--- src/rtl/obstacle_spawner.sv ---
// obstacle_spawner
//   Turns the 4-bit random stream into timed obstacle spawn requests for the
//   three-lane playfield. After a random gap (counted in frame ticks) a lane is
//   picked from the random nibble, with a limit on how many spawns may land in
//   the same lane back to back, and offered to the renderer.
//
// Ports
//   clk          system clock, rising edge
//   rst          synchronous active-high reset
//   rnd_data     random nibble, new value every clk
//   tick         one-cycle frame-tick pulse
//   enable       game running; low forces IDLE and drops any pending request
//   spawn_valid  request pending (registered)
//   spawn_lane   lane of the pending request, 0..2 (registered)
//   spawn_ready  renderer accepts when high together with spawn_valid
//   spawn_count  total accepted spawns, saturating at 255
//   busy         high whenever the FSM is not IDLE
//
// Handshake: a request is transferred in the cycle where spawn_valid and
// spawn_ready are both high; spawn_valid/spawn_lane hold steady until then, and
// spawn_ready is ignored while spawn_valid is low.
module obstacle_spawner #(
  parameter int GAP_MIN    = 16,
  parameter int GAP_STEP   = 8,
  parameter int MAX_REPEAT = 2
) (
  input  logic       clk,
  input  logic       rst,
  input  logic [3:0] rnd_data,
  input  logic       tick,
  input  logic       enable,
  output logic       spawn_valid,
  output logic [1:0] spawn_lane,
  input  logic       spawn_ready,
  output logic [7:0] spawn_count,
  output logic       busy
);

  localparam logic [7:0] GAP_MIN_W  = 8'(GAP_MIN);
  localparam logic [7:0] GAP_STEP_W = 8'(GAP_STEP);
  localparam logic [7:0] MAX_RUN    = 8'(MAX_REPEAT);

  typedef enum logic [1:0] {
    S_IDLE  = 2'd0,
    S_WAIT  = 2'd1,
    S_ISSUE = 2'd2
  } state_e;

  state_e     state_q, state_d;
  logic [7:0] cnt_q, cnt_d;
  logic [7:0] count_q, count_d;
  logic [7:0] run_q, run_d;
  logic [1:0] lane_q, lane_d;
  logic [1:0] prev_q, prev_d;
  logic       valid_q, valid_d;

  logic [7:0] gap;
  logic [1:0] cand;
  logic [1:0] pick;
  logic       handshake;

  // Gap and lane candidates are always derived from this cycle's nibble.
  assign gap  = GAP_MIN_W + 8'(rnd_data[3:2]) * GAP_STEP_W;
  // Raw value 3 is folded onto the middle lane so every nibble maps to a lane.
  assign cand = (rnd_data[1:0] == 2'd3) ? 2'd1 : rnd_data[1:0];
  // Once the previous lane has repeated MAX_REPEAT times, rotate to the next lane.
  assign pick = ((cand == prev_q) && (run_q >= MAX_RUN))
              ? ((cand == 2'd2) ? 2'd0 : cand + 2'd1)
              : cand;
  assign handshake = valid_q & spawn_ready;

  always_comb begin
    state_d = state_q;
    cnt_d   = cnt_q;
    count_d = count_q;
    run_d   = run_q;
    lane_d  = lane_q;
    prev_d  = prev_q;
    valid_d = valid_q;

    if (!enable) begin
      // Dropping enable wins over a same-cycle handshake: nothing is counted.
      state_d = S_IDLE;
      valid_d = 1'b0;
    end else begin
      case (state_q)
        S_IDLE: begin
          state_d = S_WAIT;
          cnt_d   = gap;
        end
        S_WAIT: begin
          if (tick) begin
            // <= 1 rather than == 1 keeps a zero count from wrapping to 255.
            if (cnt_q <= 8'd1) begin
              lane_d  = pick;
              valid_d = 1'b1;
              state_d = S_ISSUE;
            end else begin
              cnt_d = cnt_q - 8'd1;
            end
          end
        end
        S_ISSUE: begin
          if (handshake) begin
            count_d = (count_q == 8'hFF) ? count_q : count_q + 8'd1;
            if (lane_q == prev_q) begin
              run_d = (run_q >= MAX_RUN) ? MAX_RUN : run_q + 8'd1;
            end else begin
              run_d = 8'd1;
            end
            prev_d  = lane_q;
            cnt_d   = gap;
            valid_d = 1'b0;
            state_d = S_WAIT;
          end
        end
        default: begin
          state_d = S_IDLE;
          valid_d = 1'b0;
        end
      endcase
    end
  end

  always_ff @(posedge clk) begin
    if (rst) begin
      state_q <= S_IDLE;
      cnt_q   <= 8'd0;
      count_q <= 8'd0;
      run_q   <= 8'd0;
      lane_q  <= 2'd0;
      prev_q  <= 2'd0;
      valid_q <= 1'b0;
    end else begin
      state_q <= state_d;
      cnt_q   <= cnt_d;
      count_q <= count_d;
      run_q   <= run_d;
      lane_q  <= lane_d;
      prev_q  <= prev_d;
      valid_q <= valid_d;
    end
  end

  assign spawn_valid = valid_q;
  assign spawn_lane  = lane_q;
  assign spawn_count = count_q;
  assign busy        = (state_q != S_IDLE);

endmodule

--- config.mk ---
export PLATFORM = sky130hd
export DESIGN_NAME = obstacle_spawner
export DESIGN_NICKNAME = d
export VERILOG_FILES = /design/src/rtl/obstacle_spawner.sv
export SDC_FILE = /design/constraint.sdc
export NUM_CORES = 1
export LEC_CHECK = 0
export BUFFER_PORTS_ARGS = -buffer_cell sky130_fd_sc_hd__buf_2
export CORE_MARGIN = 4
export CORE_UTILIZATION = 61
export CTS_CLUSTER_SIZE = 20
export DETAILED_ROUTE_END_ITERATION = 16
export PLACE_DENSITY_LB_ADDON = 0.08
export SLEW_MARGIN = 0
export SYNTH_ARGS = -nofsm -noshare
export SYNTH_HDL_FRONTEND = slang
export SYNTH_SLANG_ARGS = --single-unit
--- constraint.sdc ---
create_clock -name clk -period 3.5 [get_ports clk]
set_input_delay 0.175 -clock clk [delete_from_list [all_inputs] [get_ports clk]]
set_output_delay 0.175 -clock clk [all_outputs]
set_load 0.1 [all_outputs]
; After elaboration in Yosys (flattened, before gate mapping)
; Cells that the tools add are included.
[op_classes]
add_sub_neg = 5
n_lt_le_gt_ge = 2
n_eq_ne = 11
n_mux = 17
bitwise = 4
reduce_logical = 11
[ops]
columns = operator, n
row1 = $mux 8, 5
row2 = $pmux 8 s3, 1
row3 = $add 8x1->8 const B, 2
row4 = $mux 2, 6
row5 = $reduce_and 4->1, 3
row6 = $eq 8x8->1 const B, 1
row7 = $ge 8x2->1 const B, 1
row8 = $le 8x1->1 const B, 1
row9 = $ne 2x2->1 const B, 4
row10 = $sub 8x1->8 const B, 1
row11 = $add 5x5->6 const A, 1
row12 = $eq 2x2->1 const B, 3
row13 = $pmux 2 s3, 1
row14 = $reduce_and 3->1, 2
row15 = $reduce_and 5->1, 1
row16 = $eq 2x2->1, 2
row17 = $mux 1, 3
row18 = $not 1->1, 3
row19 = $pmux 1 s3, 1
row20 = $reduce_bool 3->1, 1
row21 = $add 2x1->2 const B, 1
row22 = $eq 2x1->1 const B, 1
row23 = $logic_not 2->1, 1
row24 = $reduce_bool 2->1, 1
row25 = other kinds (3), 3
[totals]
reg_bits = 31
input_bits = 9
out_inout_bits = 12
wordCells = 57

; Logic depth before layout (Yosys ltp)
[logic_depth]
depth_word = 5
mapped_depth = 6

; Worst setup path before layout
; OpenSTA, ideal clock, no wires.
[synth_path]
kind = register to register
from = register count_q[0] (netlist: spawn_count[0])
to = register count_q[1] (netlist: spawn_count[1])
setup_ns = 0.128
arrival_ns = 2.094
required_ns = 3.372
path_slack_ns = 1.278
path_stages_with_launch = 6
path_buffers = 0
cell_sequence = dfxtp_1 ha_1 nand4_1 o211ai_2 mux2i_1 nor2_1
[synth_between]
elab_chain_len = 3
word_cells_on_any_way = 4
classes_between = 1 x add/sub / 1 x eq/ne / 1 x bitwise / 1 x reduce/logical
[synth_lines]
columns = element, line_no
row1 = start: declaration, 51  ; logic [7:0] count_q, count_d;
row2 = start signal: assignment, 137  ; count_q <= count_d;
row3 = "parallel branches: the longest is 3 deep, another holds $add 8x1->8", n/a
; Several ways; the timed one is not identified.
; A chain may end at the register's enable or synchronous reset.

; Worst setup path in the final report
[layout_path]
from = register cnt_q[0]
to = register cnt_q[3]
[layout_between]
elab_chain_len = 4
word_cells_on_any_way = 7
classes_between = 1 x add/sub / 1 x order compare / 1 x eq/ne / 3 x mux / 1 x reduce/logical
[layout_lines]
columns = element, line_no
row1 = start: declaration, 50  ; logic [7:0] cnt_q, cnt_d;
row2 = start signal: assignment, 136  ; cnt_q <= cnt_d;
row3 = $sub 8x1->8, 99  ; cnt_d = cnt_q - 8'd1;
row4 = $mux 8, 94  ; if (cnt_q <= 8'd1) begin
row5 = $mux 8, 92  ; if (tick) begin
row6 = $pmux 8 s3, 86  ; case (state_q)
; Several ways; a longest one is shown, not always the timed one. The select of a mux whose other input is x is not followed.

==> results.tsv <==
metric	value	unit
clock-sinks	31	
rsz0062_at_grt	no	
synthArstFlopShare	0	%
clkSlewWorstSetupHoldPaths	80	ps
status	completed	
drv_slew	0	
cts_hold_buf	0	
placed_cells	246	
grt_use_met2	41.5	%
busiest_layer	met2	
via_per_inst	6.45	
ys_seq_area_share	36.4	%
gp_congestion	0.861	
ys_top_cells_by_count	dfxtp_1 (31), a21oi_1 (23), nand2_1 (19)	
critical_path.max_stage_delay	420	ps
critical_path_class	flop to flop	
crit_path_end_kind	flop	
drive_gt1_share	16.7	%
grt_overflow	0	
yosys.area.top_type	dfxtp_1	
syn_to_final_growth	8.51	%
die_h	60.9	µm
cpMostUsedCell	nor2_1	
grt_use_total	23.1	%
layout_min_cycle_time	1920	ps
fillers	205	
ir_worst_vdd	275	µV
syn_nets	216	
worst_pin_slew	567	ps
ys_warn_count	0	
core	2570	µm²
synth_edf_count	0	
hpwlAfterDp	2890	µm
cellPowerDensity	373	nW/µm²
cts_made_buffers	5	
grt_pass1_vias	1481	
die_w	60.9	µm
slew_headroom	62.1	%
netlist_instances	202	
crit_required	3720	ps
yosys.cell_types.count	55	
postCtsSetupBuffers	0	
start_util	66.4	%
cellLeakagePower	0.717	nW
ys.flop_type	dfxtp_1	
die_area	3710	µm²
cts_resized	0	
hold_path.class	input pin to flop	
boundaryPins	21	
nets	237	
cts_root_buf	clkbuf_4	
synth.most_common_cell	dfxtp_1	
fmax	520	MHz
setup_violations	0	
drc	0	
cp_max_fo	6	
cp_cell_sequence	inv_1 > ha_1 > nor2_1 > o31a_1 > nor2_1 > o32ai_1	
final_core_utilization	72.1	%
drtIter0Drc	139	
area.sequential	621	µm²
syn_avg_cell_area	8.44	µm²
antenna_found_initial	0	
vias	1625	
grtUsageMet3	6.60	%
cts_tree	done	
ant_nets	0	
grt_max_degree	22	
cts_htree_levels	2	
rows	18	
synth_area	1710	µm²
wl_per_cell	15.6	µm
arrival	2150	ps
max_cap_violations	0	
grt_pass1_wl	6330	µm
clockBufferDepth	2	
period_share	54.9	%
stdcell_count	252	
tns	0	ps
antenna_cells	0	
first_pass_iters	4	
hold_viol	0	
crit_slowest_cell	dfxtp_1	
skew	5.02	ps
synth_seq_cells	31	
startpoint_type	flop	
synth_top_area_share	36.4	%
port_buffers	20	
multi_input_area	1020	µm²
grtUsageMet1	24.8	%
synth_area_leaders	dfxtp_1 (36%), a21oi_1 (6.7%), nand2_1 (4.2%), nor2_1 (3.7%), ha_1 (3.7%)	
clk-insertion-delay-late	320	ps
wirelength	3930	µm
state kept, by name (all words and copies together) (netlist names):
register / cells
cnt_q: 8
prev_q: 2
run_q: 8
spawn_count: 8
spawn_lane: 2
spawn_valid: 1
state_q: 2
critical path: cells and delay by family (launching register included):
family / cells / cell delay (ps)
adders and majority gates: 1 / 280
AOI/OAI and AO/OA: 2 / 590
DFF: 1 / 420
buffers and inverters: 1 / 70
and+or+nand+nor: 2 / 460
per-stage QoR:
stage	setup WS, ps	cell area (µm²)	total power (W)	hold WS, ps
after floorplan	1280	1710	0.000491	337
after global routing	1440	1850	0.000731	165
after detailed placement	1610	1810	0.000520	485
after global placement	1740	1810	0.000516	463
final	1580	1850	0.000691	174
after CTS	1590	1850	0.000695	156
layout make-up:
cell class                 count  area share (%)
timing repair buffer          20            5.41
tap                           30            2.03
multi-input combinational    157            55.2
sequential                    31            33.5
clock buffer                   6            2.23
inverter                       8            1.62
metal layers:
layer / vias to the layer above / part of all wire (%)
met5: - / 0
met4: 0 / 1.9
met3: 10 / 5.4
met2: 55 / 49
met1: 769 / 43
li1: 791 / -
kinds of logic (layout without fill, tap and decap cells):
logic type | after synthesis | after routing | share of synthesized area [%]
xor gates and xnor gates | 6 | 6 | 3.08
DFF | 31 | 31 | 36.4
adders and majority gates | 5 | 5 | 3.67
muxes | 2 | 2 | 1.17
and+or+nand+nor | 84 | 84 | 27.1
buffers and inverters | 14 | 34 | 3.74
AOI/OAI and AO/OA | 60 | 60 | 24.8
worst paths after layout:
check / slack [ps] / to / cells after the start / start
min reg2reg: 490 / cnt_q[6] / 2 / cnt_q[6]
max reg2reg: 1580 / cnt_q[3] / 6 / cnt_q[0]
min: 170 / state_q[1] / 3 / enable
max: 1580 / cnt_q[3] / 6 / cnt_q[0]
cell usage in the layout (no fill, tap or decap), drive strengths merged, types with 2 or more instances in the layout:
cell / instances
nand3: 8
dfxtp: 31
o32ai: 3
o2111ai: 2
or3: 5
nand2: 20
inv: 7
nand4b: 2
or4: 2
or2: 2
xor2: 4
and3: 2
a21oi: 23
clkbuf: 6
o21bai: 2
nor3: 3
nand2b: 4
nand4: 4
nor4: 3
a211oi: 4
nor2b: 2
nor2: 17
o21ai: 8
and2: 5
ha: 5
xnor2: 2
buf: 20
mux2i: 2
o31a: 2
o31ai: 4
power by group:
group	leakage, nW	total, W	internal, W	switching (W)
combinational	0.442	0.000136	0.0000466	0.0000897
clock	0.0242	0.000177	0.0000713	0.000105
sequential	0.251	0.000378	0.000365	0.0000134
total	0.717	0.000691	0.000483	0.000208
No activity file was read; power rests on OpenSTA's default activity.
